--- src/rtl/display_pkg.sv ---
// display_pkg: active-low seven-segment constants and shared types for display paths.
package display_pkg;
  localparam logic [6:0] SEG_0 = 7'h40;
  localparam logic [6:0] SEG_1 = 7'h79;
  localparam logic [6:0] SEG_2 = 7'h24;
  localparam logic [6:0] SEG_3 = 7'h30;
  localparam logic [6:0] SEG_4 = 7'h19;
  localparam logic [6:0] SEG_5 = 7'h12;
  localparam logic [6:0] SEG_6 = 7'h02;
  localparam logic [6:0] SEG_7 = 7'h78;
  localparam logic [6:0] SEG_8 = 7'h00;
  localparam logic [6:0] SEG_9 = 7'h10;
  localparam logic [6:0] SEG_A = 7'h08;
  localparam logic [6:0] SEG_B = 7'h03;
  localparam logic [6:0] SEG_C = 7'h46;
  localparam logic [6:0] SEG_D = 7'h21;
  localparam logic [6:0] SEG_E = 7'h06;
  localparam logic [6:0] SEG_F = 7'h0E;
  localparam logic [6:0] SEG_BLANK = 7'h7F;
  localparam logic [3:0] AN_OFF = 4'b1111;
  typedef enum logic [1:0] {DIG0, DIG1, DIG2, DIG3} digit_t;
  function automatic logic [3:0] an_sel(input digit_t d);
    return ~(4'b0001 << d);
  endfunction
endpackage

--- src/rtl/display_scan_ctrl_if.sv ---
// display_scan_ctrl_if: digit/control inputs and scan outputs of the display scan controller.
// DISPLAY_BRIGHTNESS_PWM_EN adds the brightness input.
interface display_scan_ctrl_if;
  logic [15:0] digits;
  logic [3:0] dp_sel;
  logic lz_en;
  logic disp_en;
  logic [3:0] an;
  logic [6:0] sseg;
  logic dp;
  logic [1:0] digit_idx;
  logic frame_tick;
`ifdef DISPLAY_BRIGHTNESS_PWM_EN
  logic [2:0] brightness;
`endif
  modport master(
`ifdef DISPLAY_BRIGHTNESS_PWM_EN
    output brightness,
`endif
    output digits, dp_sel, lz_en, disp_en,
    input an, sseg, dp, digit_idx, frame_tick
  );
  modport slave(
`ifdef DISPLAY_BRIGHTNESS_PWM_EN
    input brightness,
`endif
    input digits, dp_sel, lz_en, disp_en,
    output an, sseg, dp, digit_idx, frame_tick
  );
endinterface

--- src/rtl/seg7_decode.sv ---
// seg7_decode: combinational hex digit to active-low {g,f,e,d,c,b,a} segment decode.
module seg7_decode
  import display_pkg::*;
(
  input  logic [3:0] val,
  output logic [6:0] seg
);
  always_comb
    case (val)
      4'h0: seg = SEG_0;
      4'h1: seg = SEG_1;
      4'h2: seg = SEG_2;
      4'h3: seg = SEG_3;
      4'h4: seg = SEG_4;
      4'h5: seg = SEG_5;
      4'h6: seg = SEG_6;
      4'h7: seg = SEG_7;
      4'h8: seg = SEG_8;
      4'h9: seg = SEG_9;
      4'hA: seg = SEG_A;
      4'hB: seg = SEG_B;
      4'hC: seg = SEG_C;
      4'hD: seg = SEG_D;
      4'hE: seg = SEG_E;
      default: seg = SEG_F;
    endcase
endmodule

--- src/rtl/display_scan_ctrl.sv ---
// display_scan_ctrl: 4-digit multiplexed seven-segment scan with ghost guard and leading-zero blanking.
// DISPLAY_BRIGHTNESS_PWM_EN adds a 3-bit PWM brightness gate on the anodes.
module display_scan_ctrl
  import display_pkg::*;
#(
  parameter int SCAN_DIV = 100000,
  parameter int BLANK_CYCLES = 1000,
  parameter int CNT_W = 17
) (
  input logic clk,
  input logic reset,
  display_scan_ctrl_if.slave bus
);
  logic [CNT_W-1:0] cnt;
  digit_t idx, idx_nxt;
  logic [15:0] sh_digits;
  logic [3:0] sh_dp;
  logic sh_lz;
  logic slot_end, frame_end, blank_win, on, pwm_on;
  logic [3:0] cur, lz_blank, an_nxt;
  logic [6:0] dec, sseg_nxt;
  logic dp_nxt;
  assign slot_end = cnt == CNT_W'(SCAN_DIV - 1);
  assign frame_end = slot_end && idx == DIG3;
  assign blank_win = cnt < CNT_W'(BLANK_CYCLES);
  assign cur = 4'(sh_digits >> {idx, 2'b00});
  // a digit is blanked only while every digit to its left is blanked too
  assign lz_blank[3] = sh_lz && sh_digits[15:12] == 4'h0;
  assign lz_blank[2] = lz_blank[3] && sh_digits[11:8] == 4'h0;
  assign lz_blank[1] = lz_blank[2] && sh_digits[7:4] == 4'h0;
  assign lz_blank[0] = 1'b0;
  assign bus.digit_idx = idx;
  seg7_decode u_dec (.val(cur), .seg(dec));
`ifdef DISPLAY_BRIGHTNESS_PWM_EN
  logic [2:0] pwm_cnt;
  always_ff @(posedge clk or posedge reset)
    if (reset) pwm_cnt <= '0;
    else pwm_cnt <= pwm_cnt + 3'd1;
  assign pwm_on = pwm_cnt <= bus.brightness;
`else
  assign pwm_on = 1'b1;
`endif
  always_ff @(posedge clk or posedge reset)
    if (reset) begin
      cnt <= '0;
      idx <= DIG0;
      sh_digits <= '0;
      sh_dp <= '0;
      sh_lz <= 1'b0;
      bus.frame_tick <= 1'b0;
      bus.an <= AN_OFF;
      bus.sseg <= SEG_BLANK;
      bus.dp <= 1'b1;
    end else begin
      cnt <= slot_end ? '0 : cnt + 1'b1;
      idx <= idx_nxt;
      bus.frame_tick <= frame_end;
      if (frame_end) begin
        sh_digits <= bus.digits;
        sh_dp <= bus.dp_sel;
        sh_lz <= bus.lz_en;
      end
      bus.an <= an_nxt;
      bus.sseg <= sseg_nxt;
      bus.dp <= dp_nxt;
    end
  always_comb idx_nxt = slot_end ? digit_t'(idx + 2'd1) : idx;
  always_comb begin
    on = !blank_win && bus.disp_en;
    an_nxt = on && pwm_on ? an_sel(idx) : AN_OFF;
    sseg_nxt = on ? (lz_blank[idx] ? SEG_BLANK : dec) : SEG_BLANK;
    dp_nxt = on ? ~sh_dp[idx] : 1'b1;
  end
endmodule

--- src/flat_wrapper.sv ---
// flat-port wrapper written by rule: the top's interface ports become plain ports
module display_scan_ctrl_flat import display_pkg::*;
#(
  parameter int SCAN_DIV = 100000,
  parameter int BLANK_CYCLES = 1000,
  parameter int CNT_W = 17
)
  (clk, reset, bus_digits, bus_dp_sel, bus_lz_en, bus_disp_en, bus_an, bus_sseg, bus_dp, bus_digit_idx, bus_frame_tick);
  display_scan_ctrl_if bus_i ();
  input logic clk;
  input logic reset;
  input wire logic [$bits(bus_i.digits)-1:0] bus_digits;
  input wire logic [$bits(bus_i.dp_sel)-1:0] bus_dp_sel;
  input wire logic [$bits(bus_i.lz_en)-1:0] bus_lz_en;
  input wire logic [$bits(bus_i.disp_en)-1:0] bus_disp_en;
  output wire logic [$bits(bus_i.an)-1:0] bus_an;
  output wire logic [$bits(bus_i.sseg)-1:0] bus_sseg;
  output wire logic [$bits(bus_i.dp)-1:0] bus_dp;
  output wire logic [$bits(bus_i.digit_idx)-1:0] bus_digit_idx;
  output wire logic [$bits(bus_i.frame_tick)-1:0] bus_frame_tick;
  assign bus_i.digits = bus_digits;
  assign bus_i.dp_sel = bus_dp_sel;
  assign bus_i.lz_en = bus_lz_en;
  assign bus_i.disp_en = bus_disp_en;
  assign bus_an = bus_i.an;
  assign bus_sseg = bus_i.sseg;
  assign bus_dp = bus_i.dp;
  assign bus_digit_idx = bus_i.digit_idx;
  assign bus_frame_tick = bus_i.frame_tick;
  display_scan_ctrl #(.SCAN_DIV(SCAN_DIV), .BLANK_CYCLES(BLANK_CYCLES), .CNT_W(CNT_W)) u_core (.clk(clk), .reset(reset), .bus(bus_i));
endmodule
--- config.mk ---
export PLATFORM = sky130hd
export DESIGN_NAME = display_scan_ctrl_flat
export DESIGN_NICKNAME = d
export VERILOG_FILES = /design/src/rtl/display_pkg.sv /design/src/rtl/display_scan_ctrl_if.sv /design/src/rtl/seg7_decode.sv /design/src/rtl/display_scan_ctrl.sv /design/src/flat_wrapper.sv
export SDC_FILE = /design/constraint.sdc
export NUM_CORES = 1
export LEC_CHECK = 0
export BUFFER_PORTS_ARGS = -buffer_cell sky130_fd_sc_hd__buf_2
export CORE_ASPECT_RATIO = 0.7
export CORE_MARGIN = 2
export CORE_UTILIZATION = 32
export CTS_CLUSTER_SIZE = 24
export DETAILED_ROUTE_END_ITERATION = 7
export SKIP_CTS_REPAIR_TIMING = 1
export SLEW_MARGIN = 0
export SYNTH_ARGS = -nofsm -noshare
export SYNTH_HDL_FRONTEND = slang
export SYNTH_SLANG_ARGS = --single-unit
--- constraint.sdc ---
create_clock -name clk -period 2.6 [get_ports clk]
set_clock_uncertainty 0.1 [all_clocks]
set_input_delay 0.39 -clock clk [delete_from_list [all_inputs] [get_ports clk]]
set_output_delay 0.39 -clock clk [all_outputs]
set_load 0.005 [all_outputs]
==> flow_summary_export.csv, run 1 <==
group,metric,value,unit
clock_network,cts_buffers,5,
route,drc_errors,0,
logic_synthesis,yosysTopAreaCell,"dfrtp_1",
floorplanning,die_area,0.00882,mm2
place,port_buffers,38,
pwr,vdd_ir_drop_max,0.000264,V
grt,grt_pass1_wl,8.88,mm
sta,finalSetupTns,0,ns
sta,relSlewSlack,60.0,%
pwr,cell_internal_pwr,1.39,mW
route,firstDrtPassIters,4,
sta,fin_crit_sh,87.2,%
route,drt-total-wl,5.17,mm
sta,rsz0062_at_grt,"false",
job,cap_violations,0,
logic_synthesis,ys_warn_count,0,
route,via_count,1748,
grt,grt_pass1_vias,1696,
route,ant_nets,0,
floorplanning,core_area,0.00784,mm2
floorplanning,fp.dieH,79.2,um
logic_synthesis,avgSynthCellArea,11.6,um2
logic_synthesis,seq_area_frac_synth,51.9,%
logic_synthesis,synth_edf_count,0,
critical_path,start_kind,"flip-flop",
clock_network,tritoncts,"yes",
critical_path,cp.arrival,2.36,ns
place,gp_congestion,0.822,
place,place_ws,0.339,ns
pwr,p_switching,0.319,mW
finish,post-route-util,39.6,%
sta,report.final.slew_viol_count,0,
floorplanning,die-width,111,um
sta,max_slew.worst_pin.slew,0.597,ns
finish,fillers,778,
pwr,seqPwrFrac,48.3,%
clock_network,cts.sinks,53,
pwr,switching_share,18.6,%
clock_network,path_clk_slew,0.07,ns
floorplanning,pin_count,39,
logic_synthesis,synth_common_cells,"41 x dfrtp_1, 22 x nand2_1, 18 x nand3_1",
finish,final_layout_size_suffix_gt1_share,29.7,%
clock_network,htree_levels,2,
route,wl_per_cell,14.1,um
grt,antenna_found_initial,0,
pwr,clock_power_share,49.5,%
grt,track_usage,12.8,%
logic_synthesis,yosysTopAreaCellShare,39.7,%
route,drt-initial-drc-count,128,
critical_path,worstPathMaxFanout,11,
clock_network,clock_latency,0.29,ns
sta,fmax,441,MHz
sta,setup_viol,0,
critical_path,endpoint_kind,"flip-flop",
logic_synthesis,ys_ff_latch,53,
finish,fin_cells,367,
finish,fin_nets,300,
floorplanning,rows,27,
logic_synthesis,netlist_instances,222,
clock_network,root_buffer,"clkbuf_16",
pwr,leakagePower,1.40,nW
grt,grt_start_max_net_pins,32,
sta,hold_viol_final,0,
logic_synthesis,yosysMostFrequentCell,"dfrtp_1",
clock_network,cts_buffer_depth,2,
sta,fin_ws,0.334,ns
place,dpl.hpwl,3.95,mm
min_path,hold_path_class,"primary input to asynchronous set/reset pin",
place,placedCellCount,359,
sta,period_minus_slack,2.27,ns
logic_synthesis,synth_ff_type,"dfrtp_1",
pwr,powerDensity,551,mW/mm2
run_status,status,"complete, no violations",
route,vias_per_cell,4.76,
critical_path,cp.required,2.70,ns
finish,antenna_cells,0,
logic_synthesis,syn-num-nets,257,
pwr,combPwrFrac,2.2,%
critical_path,crit_type,"flip-flop to flip-flop",
logic_synthesis,ys_types,41,
finish,area_growth,20.1,%
grt,gr-total-overflow,0,
logic_synthesis,synth.area.top_cells,"dfrtp_1 40%, dfstp_2 12%, mux2_1 6.5%, ha_1 5.3%, nand3_1 3.5%",
logic_synthesis,syn-cell-area,0.00258,mm2
floorplanning,start_util,33.0,%
logic_synthesis,synthArstFlopShare,100,%
## metal layers
| metal | GRT usage [%] | routed length, um | vias up |
|---|---|---|---|
| li1 | - | - | 859 |
| met4 | 4.07 | 63 | 0 |
| met5 | 0 | 0 | - |
| met2 | 16.5 | 2010 | 33 |
| met1 | 20.4 | 2890 | 852 |
| met3 | 3.28 | 211 | 4 |
## cell usage in the layout (no fill, tap or decap), drive strengths merged, types with 2 or more instances in the layout
cell type	instances
o211ai	3
ha	11
nand2	23
nand3	18
buf	44
nor2	12
inv	12
a31oi	2
and3	2
clkbuf	5
nor2b	2
a21oi	2
nor3	4
xnor2	9
dfrtp	41
bufinv	2
mux4	4
nor4	5
nor3b	2
xor2	7
mux2i	4
dfstp	12
mux2	19
o21ai	7
nand4	3
## per-stage QoR
step	area [um2]	power (mW)	hold WS (ns)
floorplan	2580	0.852	0.352
global placement	2910	0.879	0.342
detailed placement	2910	0.880	0.345
CTS	3100	1.73	0.0294
global route	3100	1.77	0.0534
finish	3100	1.71	0.0171
## kinds of logic (layout without fill, tap and decap cells)
| group | Yosys count | count (layout) | share of synthesized area [%] |
|---|---|---|---|
| AO/OA/AOI/OAI | 19 | 19 | 4.74 |
| XOR/XNOR | 16 | 16 | 5.42 |
| adder cells (fa/ha/maj) | 11 | 11 | 5.32 |
| buffers and inverters | 20 | 64 | 3.97 |
| flip-flops | 53 | 53 | 51.9 |
| multiplexers | 27 | 27 | 13.3 |
| AND/OR/NAND/NOR | 76 | 76 | 15.3 |
## final timing paths
check | start | to | slack, ns | depth (start not counted)
worst max register to register | u_core.bus.digit_idx[0] | u_core.bus.sseg[6] | 0.33 | 5
worst min register to register | u_core.cnt[0] | u_core.cnt[0] | 0.40 | 1
max in group asynchronous | reset | u_core.bus.an[3] | 1.79 | 3
worst min-delay path | reset | u_core.bus.frame_tick | 0.02 | 2
min in group clk | bus_digits[13] | u_core.sh_digits[13] | 0.21 | 2
worst max-delay path | u_core.bus.digit_idx[0] | u_core.bus.sseg[6] | 0.33 | 5
## registers in the layout, summed over array words and instances, names as in the netlist
register,cells
u_core.bus.frame_tick,1
u_core.cnt,17
u_core.sh_lz,1
u_core.sh_dp,4
u_core.bus.digit_idx,2
u_core.bus.dp,1
u_core.bus.sseg,7
u_core.sh_digits,16
u_core.bus.an,4
## power groups by stage
stage	Sequential, mW	Combinational, mW	Clock [mW]
6_report	0.825	0.0373	0.847
5_1_grt	0.824	0.0434	0.903
4_1_cts	0.825	0.0398	0.865
3_5_place_dp	0.840	0.0398	0
3_3_place_gp	0.840	0.0393	0
2_1_floorplan	0.840	0.0122	0
## worst max-delay path, stage by stage, from the launching register on
cell and delay (ns):
dfrtp_1 0.59, mux4_2 0.64, ha_1 0.26, or2_2 0.31, a32oi_1 0.21, nand2_1 0.07
## layout make-up
cell class                      count  area, um2  area share, %
Inverter                           12       45.0           1.45
Clock buffer                        5        125           4.03
Sequential cell                    53       1340           43.2
Clock inverter                      3       65.1           2.10
Timing Repair Buffer               44        260           8.38
Multi-Input combinational cell    149       1140           36.8
Tap cell                          101        126           4.07
Power figures use the tool's default switching activity.
==> run 2: changes to the inputs <==
- CORE_ASPECT_RATIO: 0.7 -> 0.9
- PLACE_DENSITY: default -> 0.52
==> flow_summary_export.csv, run 2 (same netlist as run 1, synthesis figures left out) <==
group,metric,value,unit
sta,relSlewSlack,59.2,%
route,drc_errors,0,
grt,grt_pass1_vias,1617,
floorplanning,die_area,0.00881,mm2
floorplanning,die-width,98.7,um
critical_path,reg2regPathDepth,5,
finish,antenna_cells,0,
job,cap_violations,0,
clock_network,clock_latency,0.31,ns
grt,antenna_found_initial,0,
finish,fin_cells,365,
sta,max_slew.worst_pin.slew,0.609,ns
run_status,status,"complete, no violations",
place,gp_congestion,0.853,
route,ant_nets,0,
route,via_count,1722,
place,port_buffers,38,
finish,largestRegisters,"u_core.cnt: 17 flops, u_core.sh_digits: 16 flops, u_core.bus.sseg: 7 flops",
critical_path,worstPathMaxFanout,11,
finish,final_layout_size_suffix_gt1_share,29.7,%
clock_network,cts_buffers,5,
sta,period_minus_slack,2.30,ns
floorplanning,rows,31,
place,dpl.hpwl,3.81,mm
clock_network,cts.sinks,53,
place,placedCellCount,357,
clock_network,tritoncts,"yes",
pwr,p_total,1.33,mW
pwr,leakagePower,1.35,nW
floorplanning,core_area,0.00795,mm2
grt,grt_start_max_net_pins,28,
floorplanning,fp.dieH,89.3,um
critical_path,cp.arrival,2.42,ns
pwr,vdd_ir_drop_max,0.000189,V
sta,report.final.slew_viol_count,0,
finish,largest_reg_flops,17,
route,wl_per_cell,14.1,um
min_path,hold_path_class,"primary input to asynchronous set/reset pin",
finish,post-route-util,37.7,%
route,vias_per_cell,4.72,
clock_network,path_clk_slew,0.10,ns
critical_path,endpoint_kind,"flip-flop",
finish,area_growth,16.1,%
grt,grt_pass1_wl,8.41,mm
route,drt-initial-drc-count,104,
grt,gr-total-overflow,0,
finish,final_cell_mix,"41 x dfrtp_1, 38 x buf_2, 22 x nand2_1",
sta,setup_viol,0,
sta,hold_viol_final,0,
grt,track_usage,12.2,%
critical_path,crit_type,"flip-flop to flip-flop",
clock_network,cts_buffer_depth,2,
sta,finalSetupTns,0,ns
pwr,powerDensity,444,mW/mm2
route,drt-total-wl,5.13,mm
clock_network,htree_levels,2,
finish,top_register,"u_core.cnt",
critical_path,cp.required,2.72,ns
floorplanning,pin_count,39,
route,firstDrtPassIters,4,
finish,layout_commonest_cell,"dfrtp_1",
critical_path,start_kind,"flip-flop",
sta,rsz0062_at_grt,"false",
sta,fmax,435,MHz
sta,fin_crit_sh,88.4,%
floorplanning,start_util,32.5,%
finish,fin_nets,300,
clock_network,root_buffer,"clkbuf_8",
[run 2: through the flow]
step	area [um2]	setup WS, ns	hold slack [ns]
floorplan	2580	0.513	0.352
global placement	2910	0.369	0.373
detailed placement	2910	0.312	0.380
CTS	3000	0.301	0.0737
global route	3000	0.185	0.104
finish	3000	0.301	0.0552
[run 2: final cells by class]
cell class / count / area [um2]
Clock buffer: 5 / 68.8
Tap cell: 99 / 124
Multi-Input combinational cell: 149 / 1140
Sequential cell: 53 / 1340
Inverter: 12 / 45.0
Clock inverter: 3 / 21.3
Timing Repair Buffer: 44 / 260
Fill cell: 808 / 4950
[run 2: worst paths after layout]
| path | slack (ns) | end | from |
|---|---|---|---|
| worst min-delay path | 0.06 | u_core.cnt[7] | reset |
| worst max register to register | 0.30 | u_core.bus.sseg[6] | u_core.bus.digit_idx[0] |
| worst max-delay path | 0.30 | u_core.bus.sseg[6] | u_core.bus.digit_idx[0] |
| worst min register to register | 0.39 | u_core.cnt[0] | u_core.cnt[0] |
| min in group clk | 0.19 | u_core.sh_lz | bus_lz_en |
| max in group asynchronous | 1.72 | u_core.bus.an[1] | reset |
[run 2: per-layer routing]
| metal | track usage, % | routed length, um | vias to the layer above |
|---|---|---|---|
| met2 | 16.9 | 2100 | 29 |
| met4 | 3.74 | 58 | 0 |
| met3 | 2.50 | 164 | 4 |
| li1 | - | - | 861 |
| met1 | 18.9 | 2810 | 828 |
| met5 | 0 | 0 | - |
[run 2: worst max-delay path, cell delays in order (launching register included)]
cell and delay, ns:
dfrtp_1 0.62, mux4_2 0.64, ha_1 0.25, or2_2 0.31, a32oi_1 0.20, nand2_1 0.08
[run 2: power breakdown]
group	leakage, nW	internal [mW]	total [mW]	switching, mW
clock network	0.0445	0.192	0.471	0.279
registers	0.664	0.825	0.825	0
logic	0.646	0.0154	0.0381	0.0227
total	1.35	1.03	1.33	0.302
